<file path="src/rtl/wb_pkg.sv">
// Shared types for the write-back arbiter: queued request format and arbiter states.
// Pure declarations; no logic, no latency, no flow control.
package wb_pkg;

  typedef struct packed {
    logic [4:0]  rd;
    logic [31:0] data;
  } wb_req_t;

  localparam logic [4:0] REG_ZERO = 5'd0;

  typedef enum logic {
    ST_RUN,
    ST_STALL
  } wb_state_t;

endpackage

</file>
<file path="src/rtl/wb_fifo.sv">
// Small FIFO of write-back requests; push visible next cycle, head read combinationally.
// Pushes are ignored when full and pops when empty; per-entry rd/valid exported for hazard decode.
module wb_fifo
  import wb_pkg::*;
#(
  parameter int DEPTH = 4
) (
  input  logic             clk,
  input  logic             rst_n,
  input  logic             i_push,
  input  wb_req_t          i_push_dat,
  input  logic             i_pop,
  output logic             o_full,
  output logic             o_empty,
  output wb_req_t          o_head_dat,
  output logic [DEPTH-1:0] o_ent_vld,
  output logic [4:0]       o_ent_rd [DEPTH]
);

  localparam int AW = $clog2(DEPTH);

  wb_req_t     r_mem [DEPTH];
  logic [AW:0] r_wr_ptr;
  logic [AW:0] r_rd_ptr;
  logic [AW:0] w_count;
  logic        w_do_push;
  logic        w_do_pop;

  // Extra pointer bit distinguishes full from empty when the index bits match.
  assign w_count    = r_wr_ptr - r_rd_ptr;
  assign o_empty    = (r_wr_ptr == r_rd_ptr);
  assign o_full     = (r_wr_ptr[AW] != r_rd_ptr[AW]) && (r_wr_ptr[AW-1:0] == r_rd_ptr[AW-1:0]);
  assign o_head_dat = r_mem[r_rd_ptr[AW-1:0]];
  assign w_do_push  = i_push && !o_full;
  assign w_do_pop   = i_pop && !o_empty;

  always_ff @(posedge clk or negedge rst_n) begin
    if (!rst_n) begin
      r_wr_ptr <= '0;
      r_rd_ptr <= '0;
    end else begin
      if (w_do_push) r_wr_ptr <= r_wr_ptr + 1'b1;
      if (w_do_pop)  r_rd_ptr <= r_rd_ptr + 1'b1;
    end
  end

  always_ff @(posedge clk) begin
    if (w_do_push) r_mem[r_wr_ptr[AW-1:0]] <= i_push_dat;
  end

  always_comb begin
    o_ent_vld = '0;
    for (int i = 0; i < DEPTH; i++) begin
      o_ent_rd[i]  = r_mem[i].rd;
      o_ent_vld[i] = ({1'b0, AW'(AW'(i) - r_rd_ptr[AW-1:0])} < w_count);
    end
  end

endmodule

</file>
<file path="src/rtl/wb_arbiter.sv">
// Register-file write-port arbiter: pipeline result (A) or queued long-latency result (B), one registered write per cycle.
// A written the cycle after acceptance, B no earlier than two cycles after handshake; b_ready = !full, A held only via a_stall.
module wb_arbiter
  import wb_pkg::*;
#(
  parameter int DEPTH    = 4,
  parameter int MAX_WAIT = 8
) (
  input  logic        clk,
  input  logic        reset,
  input  logic        a_valid,
  input  logic [4:0]  a_rd,
  input  logic [31:0] a_data,
  output logic        a_stall,
  input  logic        b_valid,
  input  logic [4:0]  b_rd,
  input  logic [31:0] b_data,
  output logic        b_ready,
  output logic        reg_wr,
  output logic [4:0]  waddr,
  output logic [31:0] wdata,
  output logic [31:0] pending
);

  localparam int             WW        = (MAX_WAIT > 1) ? $clog2(MAX_WAIT) : 1;
  localparam logic [WW-1:0]  WAIT_LAST = WW'(MAX_WAIT - 1);

  wb_state_t        r_state;
  wb_state_t        w_state_nxt;
  logic [WW-1:0]    r_wait_cnt;
  logic             r_reg_wr;
  logic [4:0]       r_waddr;
  logic [31:0]      r_wdata;

  logic             w_full;
  logic             w_empty;
  wb_req_t          w_head;
  logic [DEPTH-1:0] w_ent_vld;
  logic [4:0]       w_ent_rd [DEPTH];
  logic             w_stall;
  logic             w_a_ok;
  logic             w_pop;
  logic             w_push;

  assign w_stall = (r_state == ST_STALL);
  assign w_a_ok  = a_valid && (a_rd != REG_ZERO);
  assign w_pop   = !w_empty && (w_stall || !w_a_ok);
  // Zero-destination B results complete the handshake but never occupy a slot.
  assign w_push  = b_valid && !w_full && (b_rd != REG_ZERO);

  wb_fifo #(.DEPTH(DEPTH)) u_fifo (
    .clk        (clk),
    .rst_n      (reset),
    .i_push     (w_push),
    .i_push_dat ('{rd: b_rd, data: b_data}),
    .i_pop      (w_pop),
    .o_full     (w_full),
    .o_empty    (w_empty),
    .o_head_dat (w_head),
    .o_ent_vld  (w_ent_vld),
    .o_ent_rd   (w_ent_rd)
  );

  always_ff @(posedge clk or negedge reset) begin
    if (!reset) r_state <= ST_RUN;
    else        r_state <= w_state_nxt;
  end

  always_comb begin
    w_state_nxt = ST_RUN;
    if (!w_empty && !w_pop && (r_wait_cnt == WAIT_LAST)) w_state_nxt = ST_STALL;
  end

  always_ff @(posedge clk or negedge reset) begin
    if (!reset) begin
      r_wait_cnt <= '0;
      r_reg_wr   <= 1'b0;
      r_waddr    <= '0;
      r_wdata    <= '0;
    end else begin
      if (w_empty || w_pop)            r_wait_cnt <= '0;
      else if (r_wait_cnt != WAIT_LAST) r_wait_cnt <= r_wait_cnt + 1'b1;

      r_reg_wr <= w_pop || w_a_ok;
      if (w_pop) begin
        r_waddr <= w_head.rd;
        r_wdata <= w_head.data;
      end else if (w_a_ok) begin
        r_waddr <= a_rd;
        r_wdata <= a_data;
      end
    end
  end

  always_comb begin
    pending = '0;
    for (int i = 0; i < DEPTH; i++) begin
      if (w_ent_vld[i]) pending[w_ent_rd[i]] = 1'b1;
    end
  end

  assign a_stall = w_stall;
  assign b_ready = !w_full;
  assign reg_wr  = r_reg_wr;
  assign waddr   = r_waddr;
  assign wdata   = r_wdata;

endmodule

</file>
<file path="config.mk">
export PLATFORM = sky130hd
export DESIGN_NAME = wb_arbiter
export DESIGN_NICKNAME = d
export VERILOG_FILES = /design/src/rtl/wb_pkg.sv /design/src/rtl/wb_fifo.sv /design/src/rtl/wb_arbiter.sv
export SDC_FILE = /design/constraint.sdc
export NUM_CORES = 1
export LEC_CHECK = 0
export ABC_AREA = 1
export BUFFER_PORTS_ARGS = -buffer_cell sky130_fd_sc_hd__buf_2
export CAP_MARGIN = 10
export CORE_UTILIZATION = 60
export CTS_BUF_LIST = sky130_fd_sc_hd__clkbuf_16
export DETAILED_ROUTE_END_ITERATION = 16
export GPL_TIMING_DRIVEN = 0
export HOLD_SLACK_MARGIN = 0.12
export PLACE_DENSITY = 0.87
export SYNTH_ARGS = -nofsm -noshare
export SYNTH_HDL_FRONTEND = slang
export SYNTH_SLANG_ARGS = --single-unit
</file>
<file path="constraint.sdc">
create_clock -name clk -period 6.5 [get_ports clk]
set_input_delay 0.325 -clock clk [delete_from_list [all_inputs] [get_ports clk]]
set_output_delay 0.325 -clock clk [all_outputs]
set_load 0.03 [all_outputs]
</file>
==> metrics.txt <==
Post-synth ARST share 24.5%; CP bufs+invs 5; initial antenna violation count 0; RSZ-0062 raised after global routing false; Post-route DRC 0; Power Density 523 mW/mm²; Final Wtd Congestion 0.983; Slew @ Worst Pin 0.865 ns; DP Cell Count 1467; status complete, no violations; Max Fclk 256 MHz; H-Tree Depth 4; top cell type's share of synthesized area 45.5%; CTS tree done; DIE WIDTH 130 µm; Worst setup EP type output pin; area grow syn2layout 21.3%; CP startpoint u_fifo.r_rd_ptr[1]; Vias/cell 5.99; final std cells w/o fill 1533; Worst R2R Start u_fifo.r_rd_ptr[0]; Final period util 60.0%; Crit-path slowest cell clkbuf_1; syn_nets 1191; Post-Syn Instances 1098; peak supply drop 0.000283 V; fin. max-slew vios 0; Port Buffer Count 149; most frequent cells after synthesis nand2_1, nand3_1, edfxtp_1; hpwl dp 19.8 mm; 1st-pass router iterations 6; clk_skew 0.0124 ns; Detailed Route WL 30.6 mm; hold depth 1; antenna fix cells 0; # Post-CTS Setup Buffers 0; Critical Path, Cell by Cell inv_1, clkbuf_1, fa_1, inv_1, ha_1, a21oi_1, nand3b_1, buf_2, nand2_1, nand4_1, buf_2; post-synthesis sequential area ratio 57.8%; Largest stage delay, worst path 0.54 ns; Slew headroom 42.1%; die height 130 µm; syn avg cell area 8.90 µm²; Hold Fails Final Rpt 0; # setup viols final 0; synth warn 0; synth unique cells 27; overall routing resource usage 37.9%; CTS sink count 196; EDFF count, synth 148; clk slew on worst S/H paths 0.07 ns; Post-DRT Antenna Nets 0; worst setup path class reg -> out; TritonCTS buffer count 17; first-pass GRT wire length 46.4 mm; Required @ worst endpoint 6.17 ns; register bit total from synthesis 196; P_leak 5.23 nW; CP delay by family, top buffers and inverters; DR iter-0 viols 1064; total gr overflow 0; initial core utilization 61.5%; CTS Buffer Depth 2; Worst Hold Class in -> reg; top post-synthesis cells by area edfxtp_1, nand2_1, dfrtp_1; pin count of the biggest net entering global routing 49; layout cell share with drive strength beyond 1 17.5%; number of global-route vias before repair 8630; worst skew pair latency 0.44 ns; top_reg_cell synth edfxtp_1; r2r worst-path depth 8; root buffer selected by CTS clkbuf_16; Netlist Area Pre-Place 0.00977 mm²; # Max-Cap Violations 0; vias post-DR 9190; routed len/inst 20.0 µm; worst-path fanout max 12; setup TNS 0 ns; count leader, synth nand2_1; NumNets Final 1397; io pins 150; area leader, netlist edfxtp_1; Row Count 46; CP arrival 3.57 ns; Core ar. 0.0159 mm²; min Tclk post-route 3.90 ns; min-delay src b_rd[3]; Die Area 0.0168 mm²; Startpoint Class flip-flop; WP depth 11
-- flip-flops by register name, indices dropped and copies added, names as in the netlist --
name             cells
wdata               32
u_fifo.r_rd_ptr      3
r_wait_cnt           3
a_stall              1
u_fifo.r_mem       148
waddr                5
reg_wr               1
u_fifo.r_wr_ptr      3
-- per-stage QoR --
stage               total power (W)  hold slack (ns)  utilization (%)  setup WS (ns)  cell area (µm²)
finish                      0.00619            0.126             74.6           2.60            11800
CTS                         0.00607            0.123             74.2           2.65            11800
floorplan                   0.00394           0.0294                -           2.66             9770
detailed placement          0.00498            0.494             68.6           3.13            10900
global placement            0.00484            0.486             67.9           1.42            10800
global route                0.00648            0.130             74.6           2.38            11800
-- power breakdown --
part	internal (W)	total [W]	switching, W
registers	0.00172	0.00191	0.000183
clock network	0.000603	0.00107	0.000470
logic	0.000873	0.00321	0.00234
total	0.00320	0.00619	0.00299
-- cell usage in the layout (no fill, tap or decap), types with 33 or more instances in the layout --
cell,instances
nand2_1,355
nand3_1,190
buf_2,180
edfxtp_1,148
inv_1,79
nor2_1,76
dfrtp_1,48
o21ai_0,40
nand4_1,39
dlygate4sd3_1,33
-- final timing paths --
kind / endpoint / slack [ns]
worst max-delay path: pending[1] / 2.60
worst min-delay path: u_fifo.r_mem[2][35] / 0.13
worst max register to register: u_fifo.r_mem[2][25] / 3.08
max in group asynchronous: wdata[20] / 5.66
min in group asynchronous: wdata[15] / 0.30
worst min register to register: wdata[19] / 0.51
-- per-layer routing --
metal	wire, µm	vias to the layer above	track usage, %
met3	3660	101	8.30
met2	14500	725	60.3
li1	-	4119	-
met4	1100	0	17.6
met5	0	-	0
met1	11300	4245	50.0
-- cell families after synthesis --
group,Yosys count,synth area share [%]
AO/OA/AOI/OAI,65,3.41
adder cells (fa/ha/maj),15,2.00
flip-flops,196,57.8
XOR/XNOR,3,0.269
buffers and inverters,132,6.06
AND/OR/NAND/NOR,687,30.5
-- final cells by class --
| type | instances | area (µm²) |
|---|---|---|
| plain buffers | 55 | 303 |
| clock buffers | 17 | 425 |
| clock inverters | 15 | 166 |
| fillers | 1119 | 4040 |
| inverters | 77 | 289 |
| multi-input cells | 770 | 3560 |
| flip-flops and latches | 196 | 5650 |
| well taps | 216 | 270 |
| repair buffers | 187 | 1180 |
-- timing repair --
action                                 4_1_cts  5_1_grt
resized for setup                            0        0
hold buffers                                30        3
endpoints found under the hold margin      120       29
Power figures use the tool's default switching activity.
